File: src/rtl/mem_arbiter_pkg.sv
// Shared types for the memory arbiter slice.
//   lc3b_word      : 16-bit machine word used on address/data buses
//   lc3b_arb_state : arbiter FSM state, exported so debug logic and the
//                    bench can decode the arbiter's current phase
package mem_arbiter_pkg;

   localparam int LC3B_WORD_W = 16;

   typedef logic [LC3B_WORD_W-1:0] lc3b_word;

   typedef enum logic [1:0] {
      ARB_IDLE    = 2'd0,
      ARB_SERVE_A = 2'd1,
      ARB_SERVE_B = 2'd2
   } lc3b_arb_state;

endpackage

File: src/rtl/mem_arbiter_if.sv
// Bus bundle between the two CPU memory ports, the arbiter and the shared
// physical memory port.
//   Port A : read_a, address_a -> resp_a, rdata_a (instruction fetch)
//   Port B : read_b, write_b, wmask_b, address_b, wdata_b -> resp_b, rdata_b
//   pmem   : pmem_read/write/wmask/address/wdata -> pmem_resp, pmem_rdata
// Modports: slave = arbiter view, master = clients + memory view.
interface mem_arbiter_if #(
   parameter int WIDTH = 16
);
   logic             read_a;
   logic [WIDTH-1:0] address_a;
   logic             resp_a;
   logic [WIDTH-1:0] rdata_a;

   logic             read_b;
   logic             write_b;
   logic [1:0]       wmask_b;
   logic [WIDTH-1:0] address_b;
   logic [WIDTH-1:0] wdata_b;
   logic             resp_b;
   logic [WIDTH-1:0] rdata_b;

   logic             pmem_read;
   logic             pmem_write;
   logic [1:0]       pmem_wmask;
   logic [WIDTH-1:0] pmem_address;
   logic [WIDTH-1:0] pmem_wdata;
   logic             pmem_resp;
   logic [WIDTH-1:0] pmem_rdata;

   modport slave (
      input  read_a, address_a,
      output resp_a, rdata_a,
      input  read_b, write_b, wmask_b, address_b, wdata_b,
      output resp_b, rdata_b,
      output pmem_read, pmem_write, pmem_wmask, pmem_address, pmem_wdata,
      input  pmem_resp, pmem_rdata
   );

   modport master (
      output read_a, address_a,
      input  resp_a, rdata_a,
      output read_b, write_b, wmask_b, address_b, wdata_b,
      input  resp_b, rdata_b,
      input  pmem_read, pmem_write, pmem_wmask, pmem_address, pmem_wdata,
      output pmem_resp, pmem_rdata
   );
endinterface

File: src/rtl/mem_arbiter_control.sv
// Arbitration FSM for mem_arbiter: decides which port is granted, remembers
// the last grant for round-robin tie breaking, and tracks the serve phase.
//   i_clk, i_reset     : clock, synchronous active-high reset
//   i_req_a, i_req_b   : pending requests from port A / port B
//   i_pmem_resp        : memory completion strobe
//   o_grant_a/b        : one-cycle grant pulse, also the latch enable
//   o_serve_a/b        : high while the memory access for that port runs
//   o_state            : current FSM state for debug
module mem_arbiter_control
   import mem_arbiter_pkg::*;
(
   input  logic          i_clk,
   input  logic          i_reset,
   input  logic          i_req_a,
   input  logic          i_req_b,
   input  logic          i_pmem_resp,
   output logic          o_grant_a,
   output logic          o_grant_b,
   output logic          o_serve_a,
   output logic          o_serve_b,
   output lc3b_arb_state o_state
);

   localparam logic [1:0] S_IDLE    = 2'(ARB_IDLE);
   localparam logic [1:0] S_SERVE_A = 2'(ARB_SERVE_A);
   localparam logic [1:0] S_SERVE_B = 2'(ARB_SERVE_B);

   logic [1:0] r_state;
   logic [1:0] w_next;
   logic       r_last_grant;   // 0 = A served last, 1 = B served last
   logic       w_idle;

   assign w_idle = (r_state == S_IDLE);

   // On a tie the port that was not served last wins; after reset that is B.
   assign o_grant_a = w_idle & i_req_a & (~i_req_b |  r_last_grant);
   assign o_grant_b = w_idle & i_req_b & (~i_req_a | ~r_last_grant);

   always_comb begin
      w_next = r_state;
      case (r_state)
         S_IDLE: begin
            if (o_grant_a)      w_next = S_SERVE_A;
            else if (o_grant_b) w_next = S_SERVE_B;
         end
         S_SERVE_A, S_SERVE_B: begin
            // Always return through IDLE so a held request is re-arbitrated
            // as a fresh request instead of being served twice.
            if (i_pmem_resp) w_next = S_IDLE;
         end
         default: w_next = S_IDLE;
      endcase
   end

   always_ff @(posedge i_clk) begin
      if (i_reset) begin
         r_state      <= S_IDLE;
         r_last_grant <= 1'b0;
      end else begin
         r_state <= w_next;
         if (o_grant_a)      r_last_grant <= 1'b0;
         else if (o_grant_b) r_last_grant <= 1'b1;
      end
   end

   assign o_serve_a = (r_state == S_SERVE_A);
   assign o_serve_b = (r_state == S_SERVE_B);
   assign o_state   = lc3b_arb_state'(r_state);

endmodule

File: src/rtl/mem_arbiter.sv
// Two-port to one-port memory arbiter. Port A (fetch, read-only) and port B
// (data, read/write) share one physical memory port with round-robin
// arbitration. The granted request is latched for the whole transaction and
// the completion is routed back only to the granted port.
//   clk, reset   : clock, synchronous active-high reset
//   bus          : client and memory signals (slave modport)
//   o_dbg_state  : current arbiter state for debug
module mem_arbiter
   import mem_arbiter_pkg::*;
#(
   parameter int WIDTH = LC3B_WORD_W
)(
   input  logic          clk,
   input  logic          reset,
   mem_arbiter_if.slave  bus,
   output lc3b_arb_state o_dbg_state
);

   logic             w_req_b;
   logic             w_grant_a;
   logic             w_grant_b;
   logic             w_serve_a;
   logic             w_serve_b;
   logic             w_serve;

   logic [WIDTH-1:0] r_addr;
   logic [WIDTH-1:0] r_wdata;
   logic [1:0]       r_wmask;
   logic             r_write;

   assign w_req_b = bus.read_b | bus.write_b;

   mem_arbiter_control u_control (
      .i_clk       (clk),
      .i_reset     (reset),
      .i_req_a     (bus.read_a),
      .i_req_b     (w_req_b),
      .i_pmem_resp (bus.pmem_resp),
      .o_grant_a   (w_grant_a),
      .o_grant_b   (w_grant_b),
      .o_serve_a   (w_serve_a),
      .o_serve_b   (w_serve_b),
      .o_state     (o_dbg_state)
   );

   // Request latch: captured on the grant cycle so clients may change or
   // drop their inputs while the memory access is in flight.
   always_ff @(posedge clk) begin
      if (reset) begin
         r_addr  <= '0;
         r_wdata <= '0;
         r_wmask <= 2'b00;
         r_write <= 1'b0;
      end else if (w_grant_a) begin
         r_addr  <= bus.address_a;
         r_wdata <= '0;
         r_wmask <= 2'b11;
         r_write <= 1'b0;
      end else if (w_grant_b) begin
         r_addr  <= bus.address_b;
         r_wdata <= bus.wdata_b;
         r_wmask <= bus.wmask_b;
         r_write <= bus.write_b;   // write wins when read_b and write_b are both set
      end
   end

   // Strobes and completions are masked during reset so an in-flight access
   // is abandoned immediately.
   assign w_serve = (w_serve_a | w_serve_b) & ~reset;

   assign bus.pmem_read    = w_serve & ~r_write;
   assign bus.pmem_write   = w_serve &  r_write;
   assign bus.pmem_address = r_addr;
   assign bus.pmem_wdata   = r_wdata;
   assign bus.pmem_wmask   = r_wmask;

   assign bus.resp_a  = w_serve_a & bus.pmem_resp & ~reset;
   assign bus.resp_b  = w_serve_b & bus.pmem_resp & ~reset;
   assign bus.rdata_a = bus.pmem_rdata;
   assign bus.rdata_b = bus.pmem_rdata;

endmodule

File: src/flat_wrapper.sv
// flat-port wrapper written by rule: the top's interface ports become plain ports
module mem_arbiter_flat import mem_arbiter_pkg::*;
#(
   parameter int WIDTH = LC3B_WORD_W
)
  (clk, reset, o_dbg_state, bus_read_a, bus_address_a, bus_resp_a, bus_rdata_a, bus_read_b, bus_write_b, bus_wmask_b, bus_address_b, bus_wdata_b, bus_resp_b, bus_rdata_b, bus_pmem_read, bus_pmem_write, bus_pmem_wmask, bus_pmem_address, bus_pmem_wdata, bus_pmem_resp, bus_pmem_rdata);
  mem_arbiter_if #(.WIDTH(WIDTH)) bus_i ();
  input  logic clk;
  input  logic reset;
  output lc3b_arb_state o_dbg_state;
  input wire logic [$bits(bus_i.read_a)-1:0] bus_read_a;
  input wire logic [$bits(bus_i.address_a)-1:0] bus_address_a;
  output wire logic [$bits(bus_i.resp_a)-1:0] bus_resp_a;
  output wire logic [$bits(bus_i.rdata_a)-1:0] bus_rdata_a;
  input wire logic [$bits(bus_i.read_b)-1:0] bus_read_b;
  input wire logic [$bits(bus_i.write_b)-1:0] bus_write_b;
  input wire logic [$bits(bus_i.wmask_b)-1:0] bus_wmask_b;
  input wire logic [$bits(bus_i.address_b)-1:0] bus_address_b;
  input wire logic [$bits(bus_i.wdata_b)-1:0] bus_wdata_b;
  output wire logic [$bits(bus_i.resp_b)-1:0] bus_resp_b;
  output wire logic [$bits(bus_i.rdata_b)-1:0] bus_rdata_b;
  output wire logic [$bits(bus_i.pmem_read)-1:0] bus_pmem_read;
  output wire logic [$bits(bus_i.pmem_write)-1:0] bus_pmem_write;
  output wire logic [$bits(bus_i.pmem_wmask)-1:0] bus_pmem_wmask;
  output wire logic [$bits(bus_i.pmem_address)-1:0] bus_pmem_address;
  output wire logic [$bits(bus_i.pmem_wdata)-1:0] bus_pmem_wdata;
  input wire logic [$bits(bus_i.pmem_resp)-1:0] bus_pmem_resp;
  input wire logic [$bits(bus_i.pmem_rdata)-1:0] bus_pmem_rdata;
  assign bus_i.read_a = bus_read_a;
  assign bus_i.address_a = bus_address_a;
  assign bus_resp_a = bus_i.resp_a;
  assign bus_rdata_a = bus_i.rdata_a;
  assign bus_i.read_b = bus_read_b;
  assign bus_i.write_b = bus_write_b;
  assign bus_i.wmask_b = bus_wmask_b;
  assign bus_i.address_b = bus_address_b;
  assign bus_i.wdata_b = bus_wdata_b;
  assign bus_resp_b = bus_i.resp_b;
  assign bus_rdata_b = bus_i.rdata_b;
  assign bus_pmem_read = bus_i.pmem_read;
  assign bus_pmem_write = bus_i.pmem_write;
  assign bus_pmem_wmask = bus_i.pmem_wmask;
  assign bus_pmem_address = bus_i.pmem_address;
  assign bus_pmem_wdata = bus_i.pmem_wdata;
  assign bus_i.pmem_resp = bus_pmem_resp;
  assign bus_i.pmem_rdata = bus_pmem_rdata;
  mem_arbiter #(.WIDTH(WIDTH)) u_core (.clk(clk), .reset(reset), .bus(bus_i), .o_dbg_state(o_dbg_state));
endmodule
File: config.mk
export PLATFORM = sky130hd
export DESIGN_NAME = mem_arbiter_flat
export DESIGN_NICKNAME = d
export VERILOG_FILES = /design/src/rtl/mem_arbiter_pkg.sv /design/src/rtl/mem_arbiter_if.sv /design/src/rtl/mem_arbiter_control.sv /design/src/rtl/mem_arbiter.sv /design/src/flat_wrapper.sv
export SDC_FILE = /design/constraint.sdc
export NUM_CORES = 1
export LEC_CHECK = 0
export BUFFER_PORTS_ARGS = -buffer_cell sky130_fd_sc_hd__buf_2
export CORE_MARGIN = 8
export CORE_UTILIZATION = 41
export DETAILED_ROUTE_END_ITERATION = 8
export PLACE_DENSITY = 0.8
export REMOVE_ABC_BUFFERS = 1
export SYNTH_ARGS = -nofsm -noshare
export SYNTH_HDL_FRONTEND = slang
export SYNTH_SLANG_ARGS = --single-unit
export TNS_END_PERCENT = 5
File: constraint.sdc
create_clock -name clk -period 1.9 [get_ports clk]
set_input_delay 0.095 -clock clk [delete_from_list [all_inputs] [get_ports clk]]
set_output_delay 0.095 -clock clk [all_outputs]
set_load 0.05 [all_outputs]
* Word-level counts from Yosys, hierarchy flattened
Index checks and enable logic that the tools add are counted.
** Storage, ports and cells
- Flip-flop bits (word level) :: 38
- Latch bits :: 0
- RAM bits :: 0
- ROM bits :: 0
- Output and inout port bits :: 72
- Logic and storage cells :: 43
- Memories :: 0
** Operators by class
- $add $sub $neg :: 0
- $mul :: 0
- Div/mod/pow operators :: 0
- Order comparisons :: 0
- Equal/unequal tests :: 4
- Shifts and indexed selects :: 0
- Mux-type cells :: 8
- Bitwise gates (word level) :: 20
- Reduce and logical (&&, ||, !) cells :: 5
** Operator list (count)
- $mux W16 :: 2
- $and A1 B1 Y1 :: 11
- $mux W2 :: 5
- $not A1 Y1 :: 5
- $or A1 B1 Y1 :: 4
- $pmux W2 S2 :: 1
- $reduce_or A2 Y1 :: 2
- $ne A3 B3 Y1 const B :: 1
- $eq A2 B1 Y1 const B :: 1
- $eq A2 B2 Y1 const B :: 1
- $logic_not A2 Y1 :: 1
- $ne A2 B2 Y1 const B :: 1
- $reduce_and A2 Y1 :: 1
- $reduce_bool A2 Y1 :: 1

* Depth between registers and ports, before layout
- Word-level depth :: 6
- Mapped depth :: 7
- Mapped depth without buffers :: 5

* Cells and area by module
From an unflattened synthesis, not the netlist that was laid out.
** Second synthesis, totals
- Cells, all modules :: 196
- Area, all modules :: 1963.1 um2
** Modules (own cells, without submodules)
- mem_arbiter :: times used 1, cells an instance 172, area an instance 1760.4 um2
- mem_arbiter_control :: times used 1, cells an instance 24, area an instance 202.7 um2

* Worst setup path after synthesis
Ideal clock, no wire load.
- Path type :: flip-flop to output port
- From :: reg u_core.u_control.r_state[0] (netlist: u_core.u_control.o_state[0])
- To :: out bus_pmem_read
- Data arrival time :: 1878 ps
- Required time :: 1805 ps
- Slack :: -73 ps
- Stages on the path, launching flop included :: 5
- Path buffers :: 0
- Path through :: dfxtp_1 -> inv_1 -> ha_1 -> nand2b_1 -> nor2_1
** Between the ends
- Word-level cells in the longest chain between the ends :: 4
- Elaborated cells on any way between the ends :: 5
- Those cells by class :: 2 x eq/ne; 3 x bitwise
** RTL lines
- from (decl) :: line mem_arbiter_control.sv:28 : logic [1:0] r_state;
- from (signal assigned) :: line mem_arbiter_control.sv:60 : r_state <= w_next;
- $eq A2 B1 Y1 or $eq A2 B2 Y1 (tied branches) :: line mem_arbiter_control.sv:66, mem_arbiter_control.sv:67
- $or A1 B1 Y1 (*) :: line mem_arbiter.sv:69 : assign w_serve = (w_serve_a | w_serve_b) & ~reset;
- $and A1 B1 Y1 (*) :: line mem_arbiter.sv:69
- $and A1 B1 Y1 (*) :: line mem_arbiter.sv:71 : assign bus.pmem_read = w_serve & ~r_write;
- to (decl) :: line flat_wrapper.sv:22 : output wire logic [$bits(bus_i.pmem_read)-1:0] bus_pmem_read;
Mark *: on every way between the ends. The rest lies on a longest branch, timed or not.

* Worst setup path after layout
- From :: reg u_core.u_control.r_state[0] (netlist: u_core.u_control.o_state[0])
- To :: reg u_core.r_addr[8] (netlist: u_core.bus.pmem_address[8])
** Between the ends
- Word-level cells in the longest chain between the ends :: 4
- Elaborated cells on any way between the ends :: 7
- Those cells by class :: 1 x mux; 4 x bitwise; 2 x reduce/logical
** RTL lines
- $logic_not A2 Y1 (*) :: line mem_arbiter_control.sv:33 : assign w_idle = (r_state == S_IDLE);
- $and A1 B1 Y1, on equally long branches (2 in a row) :: line mem_arbiter_control.sv:36, mem_arbiter_control.sv:37
- $mux W16 or $reduce_bool A2 Y1 (tied branches)
- to (signal assigned) :: line mem_arbiter.sv:55 : r_addr <= bus.address_a;
- to (signal assigned) :: line mem_arbiter.sv:60 : r_addr <= bus.address_b;
- to (decl) :: line mem_arbiter.sv:26 : logic [WIDTH-1:0] r_addr;
Marks and branches as above.
A chain may end at the register's enable or synchronous reset.

==> results.json <==
{
  "status": "finished clean",
  "setup_viol": 0,
  "row_count": 25,
  "overflow": 0,
  "reg2reg_depth": 5,
  "start_util_pct": 43.0,
  "fp.dieW_um": 86.9,
  "avgSynthCellArea_um2": 8.41,
  "cts_tree": "done",
  "maxCapViolations": 0,
  "yosysSeqAreaShare_pct": 36.9,
  "maxSlewHeadroom_pct": 47.5,
  "min_to": "u_core.bus.pmem_wdata[0]",
  "synth.distinct_cells": 32,
  "holdPathStages": 3,
  "synth-seq-cells": 38,
  "clkTransAtPathRegs_ns": 0.07,
  "seqCellArea_um2": 761,
  "min_from": "bus_wdata_b[0]",
  "cts_max_level": 2,
  "cp.required_ns": 2.03,
  "place_area_um2": 2360,
  "fin_area_um2": 2470,
  "setup_tns_ns": 0,
  "fmax_ghz": 0.562,
  "timing.final.crit_share_pct": 93.7,
  "drive_above_1_share_pct": 41.5,
  "vias": 2041,
  "cts_setup_buffers": 0,
  "worstMarginPinSlew_ns": 0.787,
  "diodes": 0,
  "ir_drop_v": 0.000641,
  "pin_count": 144,
  "grt_max_degree": 27,
  "core_um2": 4790,
  "fin_ws_ns": 0.120,
  "nFillCells": 454,
  "yosys_warnings": 0,
  "cts-root-buf": "clkbuf_8",
  "first_pass_iters": 4,
  "viasPerCell": 5.47,
  "post-place-ws_ns": 0.133,
  "min_period_ns": 1.78,
  "drc": 0,
  "path_max_fanout": 18,
  "synthToLayoutAreaGrowth_pct": 19.9,
  "avgRoutedWirePerCell_um": 18.0,
  "clockBufferDepth": 2,
  "hold_viol": 0,
  "p_leak_uw": 0.00111,
  "cp-end-kind": "register",
  "grt_pass1_vias": 2027,
  "routed_wl_um": 6700,
  "rsz0062_at_grt": "false",
  "die_h_um": 86.9,
  "cts_resized": 0,
  "dp_hpwl_um": 5010,
  "io_buffers": 95,
  "timing.rr.end": "u_core.bus.pmem_address[8]",
  "cts_sinks": 38,
  "cts_buffers": 5,
  "postCtsHoldBufs": 0,
  "antenna_found_initial": 0,
  "dieArea_um2": 7550,
  "final_nets": 381,
  "grt_use_total_pct": 17.4,
  "first_iter_violations": 162,
  "r2r_slack_ns": 0.12,
  "crit_type": "register to register",
  "crit-reg2reg-launch": "u_core.u_control.o_state[0]",
  "skew_ns": 0.00509,
  "critPathLaunchType": "register",
  "total_power_uw": 3850,
  "gp_congestion": 0.895,
  "final_util_pct": 51.6,
  "hold_class": "input port to register",
  "worstPathArrival_ns": 1.91,
  "insertion_delay_ns": 0.29,
  "multiInputGateArea_um2": 933,
  "drtAntennaViolNets": 0,
  "p_per_area_nw_per_um2": 1560,
  "final_max_slew_viol_count": 0,
  "grt_pass1_wl_um": 10400,
  "syn_area_um2": 2060,
  "syn-instance-count": 245
}
==> how the worst max path moves through the flow <==
stage	start	to
floorplan	u_core.u_control.o_state[0]	u_core.bus.pmem_address[10]
detailed placement	u_core.u_control.o_state[0]	u_core.bus.pmem_address[0]
finish	u_core.u_control.o_state[0]	u_core.bus.pmem_address[8]
global route	u_core.u_control.o_state[1]	u_core.bus.pmem_address[8]
global placement	u_core.u_control.o_state[0]	u_core.bus.pmem_address[9]
CTS	u_core.u_control.o_state[0]	u_core.bus.pmem_address[0]
==> synth_stat cells (all sizes together) <==
cell	instances	area, um2
buf	43	309
dfxtp	38	761
o21ai	37	189
nand3	36	180
a21oi	17	85.1
a311oi	16	190
nor3	16	80.1
clkbuf	11	41.3
ha	4	50.1
inv	4	15.0
nor2	4	15.0
and3b	3	26.3
a31oi	2	12.5
nand2	2	10.0
nand2b	2	12.5
a221oi	1	8.76
and2	1	6.26
nand4b	1	8.76
nor2b	1	6.26
o2111ai	1	8.76
o21a	1	7.51
o21ba	1	10.0
o21bai	1	11.3
o311ai	1	8.76
or2	1	6.26
==> cell usage in the layout, fill, tap and decap left out, types with 2 or more instances in the layout <==
cell / netlist / routed
buf_2: 7 / 95
dfxtp_1: 38 / 38
nand3_1: 36 / 36
o21ai_0: 33 / 33
a21oi_1: 17 / 17
nor3_1: 16 / 16
buf_4: 33 / 12
a311oi_1: 8 / 8
a311oi_2: 8 / 8
clkbuf_8: 0 / 8
inv_1: 4 / 4
nor2_1: 4 / 4
ha_1: 4 / 4
and3b_1: 3 / 3
o21ai_1: 3 / 3
nand2b_1: 2 / 2
a31oi_1: 2 / 2
==> state kept, by name, summed over array words and instances, names as in the netlist <==
register	cells
u_core.u_control.o_state	2
u_core.u_control.r_last_grant	1
u_core.bus.pmem_wdata	16
u_core.r_write	1
u_core.bus.pmem_wmask	2
u_core.bus.pmem_address	16
==> where the power goes <==
part           internal [uW]  switching [uW]  total, uW
combinational            572            1510       2090
clock                    367             281        647
sequential              1010             108       1120
total                   1950            1900       3850
==> per-stage QoR <==
stage          hold WS [ns]  cells
3_3_place_gp          0.191    365
3_5_place_dp          0.191    365
6_report             0.0502    373
5_1_grt              0.0498    373
4_1_cts              0.0405    373
2_1_floorplan         0.163    191
==> per-layer routing <==
layer	GRT usage (%)	part of all wire, %	vias up
met3	13.4	16	7
met5	5.26	0.49	-
met2	24.4	40	125
met1	19.9	42	928
met4	3.76	0.51	2
li1	-	-	979
==> layout make-up <==
type	count	share of cell area (%)
tap	67	3.40
sequential	38	30.8
clock buffer	8	4.46
timing repair buffer	107	22.9
inverter	4	0.608
multi-input combinational	149	37.8
==> critical path: stages (launching register included) <==
cell and delay, ns:
dfxtp_1 0.37, inv_1 0.11, ha_1 0.25, nand2_2 0.07, or2_1 0.61, a311oi_2 0.20
==> cell families (layout without fill, tap and decap cells) <==
kind of cell	after synthesis	count (layout)	synth area share [%]
adder cells (fa/ha/maj)	4	4	2.43
AO/OA/AOI/OAI	78	78	25.8
AND/OR/NAND/NOR	67	67	17.1
flip-flops	38	38	36.9
buffers and inverters	58	119	17.7
No activity file was read; power rests on OpenSTA's default activity.
